## src/rtl/sensor_emu_pkg.sv

```systemverilog
// rtl/sensor_emu_pkg.sv - shared encodings and widths for the sensor-emulator FIFO sequencer
package sensor_emu_pkg;

    localparam int HALF_W = 32;
    localparam int WORD_W = 64;

    typedef enum logic [1:0] {
        SEL_NONE = 2'd0,
        SEL_F0   = 2'd1,
        SEL_F1   = 2'd2
    } fifo_sel_e;

    typedef enum logic [1:0] {
        ST_IDLE   = 2'd0,
        ST_RUN    = 2'd1,
        ST_SWITCH = 2'd2
    } seq_state_e;

    function automatic logic start_legal(input logic [1:0] sel);
        return (sel == SEL_F0) || (sel == SEL_F1);
    endfunction

endpackage

```

## src/rtl/sensor_emu_fifo_rst_engine.sv

```systemverilog
// rtl/sensor_emu_fifo_rst_engine.sv - per-FIFO reset pulse generator with busy wait and status
module sensor_emu_fifo_rst_engine #(
    parameter int RESET_CYCLES = 16
) (
    input  logic clk,
    input  logic resetn,
    input  logic req_i,
    input  logic rst_busy_i,
    output logic rst_o,
    output logic stat_o
);
    import sensor_emu_pkg::*;

    typedef enum logic [1:0] {
        E_IDLE  = 2'd0,
        E_PULSE = 2'd1,
        E_WAIT  = 2'd2
    } eng_state_e;

    eng_state_e state_q;
    logic [7:0] cnt_q;
    logic       rst_q;
    logic       stat_q;

    always_ff @(posedge clk) begin
        if (!resetn) begin
            state_q <= E_IDLE;
            cnt_q   <= 8'd0;
            rst_q   <= 1'b0;
            stat_q  <= 1'b0;
        end else begin
            case (state_q)
                E_IDLE: begin
                    if (req_i) begin
                        state_q <= E_PULSE;
                        cnt_q   <= 8'(RESET_CYCLES - 1);
                        rst_q   <= 1'b1;
                        stat_q  <= 1'b1;
                    end
                end
                E_PULSE: begin
                    if (cnt_q == 8'd0) begin
                        rst_q   <= 1'b0;
                        state_q <= E_WAIT;
                    end else begin
                        cnt_q <= cnt_q - 8'd1;
                    end
                end
                E_WAIT: begin
                    // status stays up through the last cycle the FIFO reports busy
                    if (!rst_busy_i) begin
                        stat_q  <= 1'b0;
                        state_q <= E_IDLE;
                    end
                end
                default: state_q <= E_IDLE;
            endcase
        end
    end

    assign rst_o  = rst_q;
    assign stat_o = stat_q;

endmodule

```

## src/rtl/sensor_emu_fifo_sequencer.sv

```systemverilog
// rtl/sensor_emu_fifo_sequencer.sv - FIFO reset, load and playback arbitration; optional SENSOR_EMU_SEQ_ERRCNT_EN
module sensor_emu_fifo_sequencer
    import sensor_emu_pkg::*;
#(
    parameter int RESET_CYCLES = 16
) (
    input  logic                clk,
    input  logic                resetn,
    input  logic                i_fifo_ctl_f0_reset,
    input  logic                i_fifo_ctl_f1_reset,
    input  logic                i_fifo_ctl_wstrobe,
    input  logic [HALF_W-1:0]   i_upper32,
    input  logic [HALF_W-1:0]   i_load_f0,
    input  logic [HALF_W-1:0]   i_load_f1,
    input  logic                i_load_f0_wstrobe,
    input  logic                i_load_f1_wstrobe,
    input  logic [1:0]          i_start,
    input  logic                i_start_wstrobe,
    input  logic                i_hard_stop_wstrobe,
    output logic                o_f0_rst,
    output logic                o_f1_rst,
    input  logic                i_f0_rst_busy,
    input  logic                i_f1_rst_busy,
    output logic [WORD_W-1:0]   o_f0_wdata,
    output logic [WORD_W-1:0]   o_f1_wdata,
    output logic                o_f0_wen,
    output logic                o_f1_wen,
    input  logic                i_f0_full,
    input  logic                i_f1_full,
    input  logic [WORD_W-1:0]   i_f0_rdata,
    input  logic [WORD_W-1:0]   i_f1_rdata,
    input  logic                i_f0_empty,
    input  logic                i_f1_empty,
    output logic                o_f0_ren,
    output logic                o_f1_ren,
    output logic [WORD_W-1:0]   m_axis_tdata,
    output logic                m_axis_tvalid,
    input  logic                m_axis_tready,
    output logic [1:0]          o_active_fifo,
    output logic                o_fifo_stat_f0_reset,
    output logic                o_fifo_stat_f1_reset
`ifdef SENSOR_EMU_SEQ_ERRCNT_EN
    ,
    output logic [15:0]         o_err_count
`endif
);

    seq_state_e        state_q;
    logic [1:0]        active_q;
    logic [1:0]        pending_q;
    logic [WORD_W-1:0] f0_wdata_q, f1_wdata_q;
    logic              f0_wen_q, f1_wen_q;

    logic busy0, busy1;
    logic rst_req0, rst_req1, acc0, acc1;
    logic act_empty, fire;
    logic start_ok, tgt_empty, tgt_busy, tgt_acc;
    logic idle_take, run_take;
    logic [1:0] pend_eff;
    logic f0_wen_d, f1_wen_d;

    always_comb begin
        rst_req0 = i_fifo_ctl_wstrobe & i_fifo_ctl_f0_reset;
        rst_req1 = i_fifo_ctl_wstrobe & i_fifo_ctl_f1_reset;
        acc0     = rst_req0 & (active_q != SEL_F0) & !busy0;
        acc1     = rst_req1 & (active_q != SEL_F1) & !busy1;

        act_empty = (active_q == SEL_F0) ? i_f0_empty :
                    (active_q == SEL_F1) ? i_f1_empty : 1'b1;

        // hard stop masks the stream in its own cycle so no beat is half-taken
        m_axis_tdata  = (active_q == SEL_F1) ? i_f1_rdata : i_f0_rdata;
        m_axis_tvalid = (state_q == ST_RUN) & !act_empty & !i_hard_stop_wstrobe;
        fire          = m_axis_tvalid & m_axis_tready;
        o_f0_ren      = fire & (active_q == SEL_F0);
        o_f1_ren      = fire & (active_q == SEL_F1);

        start_ok  = i_start_wstrobe & start_legal(i_start) & !i_hard_stop_wstrobe;
        tgt_empty = (i_start == SEL_F1) ? i_f1_empty : i_f0_empty;
        tgt_busy  = (i_start == SEL_F1) ? busy1 : busy0;
        tgt_acc   = (i_start == SEL_F1) ? acc1 : acc0;
        idle_take = (state_q == ST_IDLE) & start_ok & !tgt_busy & !tgt_acc & !tgt_empty;
        run_take  = (state_q == ST_RUN) & start_ok & (i_start != active_q);

        pend_eff = run_take ? i_start : pending_q;
        if ((pend_eff == SEL_F0 && acc0) || (pend_eff == SEL_F1 && acc1))
            pend_eff = SEL_NONE;

        f0_wen_d = i_load_f0_wstrobe & !i_f0_full & !busy0;
        f1_wen_d = i_load_f1_wstrobe & !i_f1_full & !busy1;
    end

    always_ff @(posedge clk) begin
        if (!resetn) begin
            state_q   <= ST_IDLE;
            active_q  <= SEL_NONE;
            pending_q <= SEL_NONE;
        end else if (i_hard_stop_wstrobe) begin
            state_q   <= ST_IDLE;
            active_q  <= SEL_NONE;
            pending_q <= SEL_NONE;
        end else begin
            case (state_q)
                ST_IDLE: begin
                    pending_q <= SEL_NONE;
                    if (idle_take) begin
                        state_q  <= ST_RUN;
                        active_q <= i_start;
                    end
                end
                ST_RUN: begin
                    pending_q <= pend_eff;
                    if (act_empty) begin
                        if (pend_eff != SEL_NONE) begin
                            state_q <= ST_SWITCH;
                        end else begin
                            state_q  <= ST_IDLE;
                            active_q <= SEL_NONE;
                        end
                    end
                end
                ST_SWITCH: begin
                    pending_q <= SEL_NONE;
                    if (pend_eff != SEL_NONE) begin
                        state_q  <= ST_RUN;
                        active_q <= pend_eff;
                    end else begin
                        state_q  <= ST_IDLE;
                        active_q <= SEL_NONE;
                    end
                end
                default: begin
                    state_q   <= ST_IDLE;
                    active_q  <= SEL_NONE;
                    pending_q <= SEL_NONE;
                end
            endcase
        end
    end

    always_ff @(posedge clk) begin
        if (!resetn) begin
            f0_wen_q   <= 1'b0;
            f1_wen_q   <= 1'b0;
            f0_wdata_q <= '0;
            f1_wdata_q <= '0;
        end else begin
            f0_wen_q <= f0_wen_d;
            f1_wen_q <= f1_wen_d;
            if (i_load_f0_wstrobe) f0_wdata_q <= {i_upper32, i_load_f0};
            if (i_load_f1_wstrobe) f1_wdata_q <= {i_upper32, i_load_f1};
        end
    end

    sensor_emu_fifo_rst_engine #(.RESET_CYCLES(RESET_CYCLES)) u_rst_f0 (
        .clk        (clk),
        .resetn     (resetn),
        .req_i      (acc0),
        .rst_busy_i (i_f0_rst_busy),
        .rst_o      (o_f0_rst),
        .stat_o     (busy0)
    );

    sensor_emu_fifo_rst_engine #(.RESET_CYCLES(RESET_CYCLES)) u_rst_f1 (
        .clk        (clk),
        .resetn     (resetn),
        .req_i      (acc1),
        .rst_busy_i (i_f1_rst_busy),
        .rst_o      (o_f1_rst),
        .stat_o     (busy1)
    );

`ifdef SENSOR_EMU_SEQ_ERRCNT_EN
    logic [15:0] err_q;
    logic [2:0]  ev_sum;
    logic [16:0] err_sum;

    always_comb begin
        ev_sum = 3'(i_load_f0_wstrobe & !f0_wen_d) + 3'(i_load_f1_wstrobe & !f1_wen_d)
               + 3'(i_start_wstrobe & !(idle_take | run_take))
               + 3'(rst_req0 & !acc0) + 3'(rst_req1 & !acc1);
        err_sum = {1'b0, err_q} + 17'(ev_sum);
    end

    always_ff @(posedge clk) begin
        if (!resetn)         err_q <= 16'd0;
        else if (err_sum[16]) err_q <= 16'hFFFF;
        else                 err_q <= err_sum[15:0];
    end

    assign o_err_count = err_q;
`endif

    assign o_f0_wdata           = f0_wdata_q;
    assign o_f1_wdata           = f1_wdata_q;
    assign o_f0_wen             = f0_wen_q;
    assign o_f1_wen             = f1_wen_q;
    assign o_active_fifo        = active_q;
    assign o_fifo_stat_f0_reset = busy0;
    assign o_fifo_stat_f1_reset = busy1;

endmodule

```

## config.mk

```make
export PLATFORM = sky130hd
export DESIGN_NAME = sensor_emu_fifo_sequencer
export DESIGN_NICKNAME = d
export VERILOG_FILES = /design/src/rtl/sensor_emu_pkg.sv /design/src/rtl/sensor_emu_fifo_rst_engine.sv /design/src/rtl/sensor_emu_fifo_sequencer.sv
export SDC_FILE = /design/constraint.sdc
export NUM_CORES = 1
export LEC_CHECK = 0
export ABC_AREA = 1
export CAP_MARGIN = 15
export CORE_AREA = 2 2 172 174
export CTS_CLUSTER_SIZE = 16
export DETAILED_ROUTE_END_ITERATION = 10
export DIE_AREA = 0 0 174 176
export HOLD_SLACK_MARGIN = 0.08
export SLEW_MARGIN = 0
export SYNTH_ARGS = -nofsm -noshare
export SYNTH_HDL_FRONTEND = slang
export SYNTH_SLANG_ARGS = --single-unit
```

## constraint.sdc

```tcl
create_clock -name clk -period 3.2 [get_ports clk]
set_input_delay 0.32 -clock clk [delete_from_list [all_inputs] [get_ports clk]]
set_output_delay 0.32 -clock clk [all_outputs]
set_load 0.1 [all_outputs]
```

[After elaboration in Yosys (flattened, before gate mapping)]
Index checks and enable logic that the tools add are counted.
Cells by class
  add/sub/neg operators: 2
  equality and inequality tests: 26
  muxes and demuxes: 42
  bitwise gates (word level): 25
  reduce and logical (&&, ||, !) cells: 35
Operators by type and width (number)
  $mux W64: 1
  $mux W8: 4
  $pmux W8 S2: 2
  $mux W2: 15
  $reduce_and A3 Y1: 9
  $pmux W2 S3: 4
  $and A1 B1 Y1: 23
  $ne A2 B2 Y1 const B: 10
  $logic_not A8 Y1: 2
  $sub A8 B1 Y8 const B: 2
  $eq A2 B1 Y1 const B: 6
  $eq A2 B2 Y1 const B: 6
  $mux W1: 12
  $reduce_bool A2 Y1: 5
  $logic_not A1 Y1: 9
  $pmux W1 S2: 4
  $logic_not A2 Y1: 3
  $ne A2 B1 Y1 const B: 3
  $reduce_or A3 Y1: 1
  $logic_and A1 B1 Y1: 2
  $logic_or A1 B1 Y1: 2
  $ne A2 B2 Y1: 1
  $not A1 Y1: 2
  $reduce_and A2 Y1: 1
  $reduce_or A2 Y1: 1
Storage, ports and cells
  flip-flop bits (word level): 160
  bits of input ports: 242
  output and inout bits: 203
  word-level logic and storage cells: 145

[Depth between registers and ports, before layout]
  depth after elaboration: 15
  depth in mapped cells: 13
  mapped depth without buffers: 13

[By module]
From an unflattened synthesis, not the netlist that was laid out.
Unflattened totals
  cells, all modules: 904
  area total of the unflattened synthesis: 6971.7 µm²
Modules (own cells, without submodules)
  sensor_emu_fifo_sequencer: instances 1, cells each 712, area each 5640.4 µm², seq. area each 2722.6 µm²
  sensor_emu_fifo_rst_engine: instances 2, cells each 96, area each 665.6 µm², seq. area each 240.2 µm²

[Worst setup path before layout]
OpenSTA, ideal clock, no wires.
  path type: flip-flop to output port
  start: register active_q[1], in the netlist o_active_fifo[1]
  end: output port o_f0_ren
  arrival time: 4.227 ns
  data required time: 2.880 ns
  slack: -1.347 ns
  stages on the path, launching flop included: 7
  path buffers: 0
  cell sequence: dfxtp_1 > nand2_2 > o22ai_1 > nand2_1 > nor2_1 > nand2_1 > nor2_1
Between the ends
  word-level cells in the longest chain between the ends: 8
  elaborated cells between the ends (all ways): 9
  classes of those cells: eq/ne: 2; mux: 2; bitwise: 4; reduce/logical: 1
RTL lines
  from (decl): RTL line sensor_emu_fifo_sequencer.sv:49  | logic [1:0] active_q;
  from (signal assigned): RTL line sensor_emu_fifo_sequencer.sv:108  | active_q <= i_start;
  from (signal assigned): RTL line sensor_emu_fifo_sequencer.sv:126  | active_q <= pend_eff;
  $eq A2 B2 Y1: RTL line sensor_emu_fifo_sequencer.sv:69  | (active_q == SEL_F1) ? i_f1_empty : 1'b1;
  $mux W1: RTL line sensor_emu_fifo_sequencer.sv:69
  $mux W1 *: RTL line sensor_emu_fifo_sequencer.sv:68  | act_empty = (active_q == SEL_F0) ? i_f0_empty :
  $logic_not A1 Y1 *: RTL line sensor_emu_fifo_sequencer.sv:73  | m_axis_tvalid = (state_q == ST_RUN) & !act_empty & !i_hard_stop_wstrobe;
  $and A1 B1 Y1 * (2 in a row): RTL line sensor_emu_fifo_sequencer.sv:73
  named net m_axis_tvalid: RTL line sensor_emu_fifo_sequencer.sv:37  | output logic m_axis_tvalid,
  $and A1 B1 Y1 *: RTL line sensor_emu_fifo_sequencer.sv:74  | fire = m_axis_tvalid & m_axis_tready;
  $and A1 B1 Y1 *: RTL line sensor_emu_fifo_sequencer.sv:75  | o_f0_ren = fire & (active_q == SEL_F0);
  to (decl): RTL line sensor_emu_fifo_sequencer.sv:34  | output logic o_f0_ren,
The timed path passes the listed nets; every way through them passes the cells marked *.

[Worst setup path after layout]
  start: register active_q[0], in the netlist o_active_fifo[0]
  end: output port m_axis_tdata[13]
Between the ends
  word-level cells in the longest chain between the ends: 2
RTL lines
  $eq A2 B2 Y1: RTL line sensor_emu_fifo_sequencer.sv:72  | m_axis_tdata = (active_q == SEL_F1) ? i_f1_rdata : i_f0_rdata;
  $mux W64: RTL line sensor_emu_fifo_sequencer.sv:72
  to (decl): RTL line sensor_emu_fifo_sequencer.sv:36  | output logic [WORD_W-1:0] m_axis_tdata,
No other way between the ends.

==> impl_metrics.env <==
export IMPL_ant_nets=0
export IMPL_vias_per_cell=4.33
export IMPL_powerDensity_mw_per_mm2=549
export IMPL_slew_violations=0
export IMPL_vias=7816
export IMPL_period_share_pct=81.7
export IMPL_synth_fp_nets=1242
export IMPL_grt_max_degree=74
export IMPL_drt_initial_drc_count=339
export IMPL_p_leak_uw=0.00546
export IMPL_nets=1657
export IMPL_seq_area_frac_synth_pct=47.4
export IMPL_synth_area_top_cells="dfxtp_1, nor2_1, nand2_1"
export IMPL_cts_buffer_depth=2
export IMPL_end_kind="output pin"
export IMPL_die_w_um=174
export IMPL_ff_latch_area_mm2=0.00320
export IMPL_hold_viol_final=0
export IMPL_antenna_found_initial=2
export IMPL_critPathRequiredTime_ps=2880
export IMPL_chipHeight_um=176
export IMPL_io_pins=445
export IMPL_ys_types=35
export IMPL_vdd_ir_drop_max_uv=352
export IMPL_fin_ws_ps=586
export IMPL_synth_main_ff_cell="dfxtp_1"
export IMPL_final_setup_tns_ps=0
export IMPL_yosys_area_top_type="dfxtp_1"
export IMPL_post_route_util_pct=45.0
export IMPL_postCtsHoldBufs=0
export IMPL_port_buffers=444
export IMPL_setup_violations_final=0
export IMPL_grt_pass1_wl_mm=44.9
export IMPL_rows=62
export IMPL_cts_sinks=160
export IMPL_arrival_ps=2290
export IMPL_htreeDepth=4
export IMPL_route_detailed_drc=0
export IMPL_synth_top_area_share_pct=47.4
export IMPL_pre_cts_ws_ps=792
export IMPL_grt_usage_pct=19.0
export IMPL_holdWs_ps=190
export IMPL_drive_gt1_share_pct=9.92
export IMPL_ctsResizeCount=0
export IMPL_worstPathMaxFanout=64
export IMPL_synth_edf_count=0
export IMPL_cts_setup_buffers=0
export IMPL_clk_latency_ps=430
export IMPL_syn_area_per_cell_um2=6.79
export IMPL_wl_per_cell_um=16.5
export IMPL_fin_worst_skew_ps=5.56
export IMPL_wl_mm=29.7
export IMPL_yosys_warnings=0
export IMPL_period_minus_slack_ps=2610
export IMPL_cts_buffers=17
export IMPL_nFillCells=2783
export IMPL_worst_setup_path_type="flop to output pin"
export IMPL_rsz0062_at_grt="false"
export IMPL_placed_area_mm2=0.0122
export IMPL_path_clk_slew_ps=60
export IMPL_grt_pass1_vias=7788
export IMPL_fmax_mhz=383
export IMPL_final_cell_area_mm2=0.0128
export IMPL_drtPass1Iterations=4
export IMPL_cts_tree="built"
export IMPL_start_util_pct=23.7
export IMPL_core_mm2=0.0285
export IMPL_area_delta_synth_final_pct=90.1
export IMPL_synthArstFlopShare_pct=0
export IMPL_start_kind="flop"
export IMPL_overflow=0
export IMPL_slew_headroom_pct=30.2
export IMPL_gp_congestion=0.857
export IMPL_syn_inst=995
export IMPL_syn_area_mm2=0.00676
export IMPL_multi_input_area_mm2=0.00319
export IMPL_hp_class="primary input to flop"
export IMPL_ys_ff_latch=160
export IMPL_dp_hpwl_mm=22.5
export IMPL_worst_pin_slew_ps=1040
export IMPL_cts_root_buf="clkbuf_16"
export IMPL_dieArea_mm2=0.0306
export IMPL_drv_cap=0
export IMPL_status="complete, no violations"
==> power by group <==
part           internal, uW  switching (uW)
combinational           799            1760
clock                  1410             861
sequential             2150            78.0
==> stage by stage <==
stage	total power [uW]	cells
2_1_floorplan	3900	995
3_3_place_gp	4820	1775
3_5_place_dp	4830	1775
4_1_cts	7120	1806
5_1_grt	7320	1807
6_report	7050	1807
==> final timing paths <==
kind,startpoint,end,slack (ps),cells after the start
setup / recovery,o_active_fifo[0],m_axis_tdata[13],590,6
hold / removal,resetn,o_f1_wdata[13],190,3
setup reg to reg,o_active_fifo[0],u_rst_f1.cnt_q[7],1420,11
hold reg to reg,u_rst_f1.rst_o,u_rst_f1.rst_o,460,2
==> registers in the layout, summed over array words and instances, names as in the netlist <==
| name | flops |
|---|---|
| o_f0_wdata | 64 |
| o_f1_wdata | 64 |
| u_rst_f0.cnt_q | 8 |
| u_rst_f1.cnt_q | 8 |
| o_active_fifo | 2 |
| pending_q | 2 |
| state_q | 2 |
| u_rst_f0.state_q | 2 |
| u_rst_f1.state_q | 2 |
| o_f0_wen | 1 |
| o_f1_wen | 1 |
| u_rst_f0.rst_o | 1 |
| u_rst_f0.stat_o | 1 |
| u_rst_f1.rst_o | 1 |
| u_rst_f1.stat_o | 1 |
==> worst max-delay path, stage by stage, from the launching register on <==
cell     delay [ps]
dfxtp_1         440
inv_1           110
nand2_2         150
buf_4           560
nand2_1         110
nand2_1         250
buf_12          220
==> Yosys cell counts (5+ instances only) <==
cell and number:
a21oi_1 19, buf_1 11, clkbuf_1 44, dfxtp_1 160, ha_1 5, inv_1 37, nand2_1 234, nand2_2 5
nand3_1 16, nor2_1 282, nor3_1 7, o21ai_0 134, o21ai_1 5
==> cell usage in the layout (no fill, tap or decap), types with 2 or more instances in the layout <==
cell type        Yosys  final
a21oi_1             19     19
a221oi_1             2      2
buf_12               0     67
buf_2                2      3
buf_4                0     17
bufinv_16            0      5
clkbuf_16            0     17
clkdlybuf4s50_1      0    366
clkinv_4             1      3
clkinvlp_4           0      3
dfxtp_1            160    160
ha_1                 5      5
inv_1               37     35
inv_2                3      5
inv_6                0      2
nand2_1            234    234
nand2_2              5      5
nand3_1             16     16
nand3_2              3      3
nand4_1              3      3
nor2_1             282    279
nor2_2               3      3
nor2_4               1      4
nor3_1               7      7
nor3b_1              4      4
nor4_1               2      2
o21ai_0            134    134
o21ai_1              5      5
==> kinds of logic after synthesis <==
family	after synthesis	synth area share, %
XOR/XNOR	2	0.259
AO/OA/AOI/OAI	166	12.7
AND/OR/NAND/NOR	563	33.1
flip-flops	160	47.4
adder cells (fa/ha/maj)	5	0.926
buffers and inverters	99	5.65
==> layout make-up <==
type,count,share of cell area [%]
antenna,1,0.0195
clock buffer,19,3.45
clock inverter,12,1.62
inverter,42,1.29
multi-input combinational,736,24.9
sequential,160,24.9
tap,384,3.74
timing repair buffer,453,40.1
==> metal layers <==
layer | global-route usage [%] | share of wire (%) | vias up
li1 | - | - | 3962
met4 | 6.58 | 2.3 | 2
met3 | 8.12 | 9.6 | 38
met1 | 19.9 | 38 | 3508
met5 | 0 | 0.044 | -
met2 | 34.0 | 50 | 306
Power figures use the tool's default switching activity.
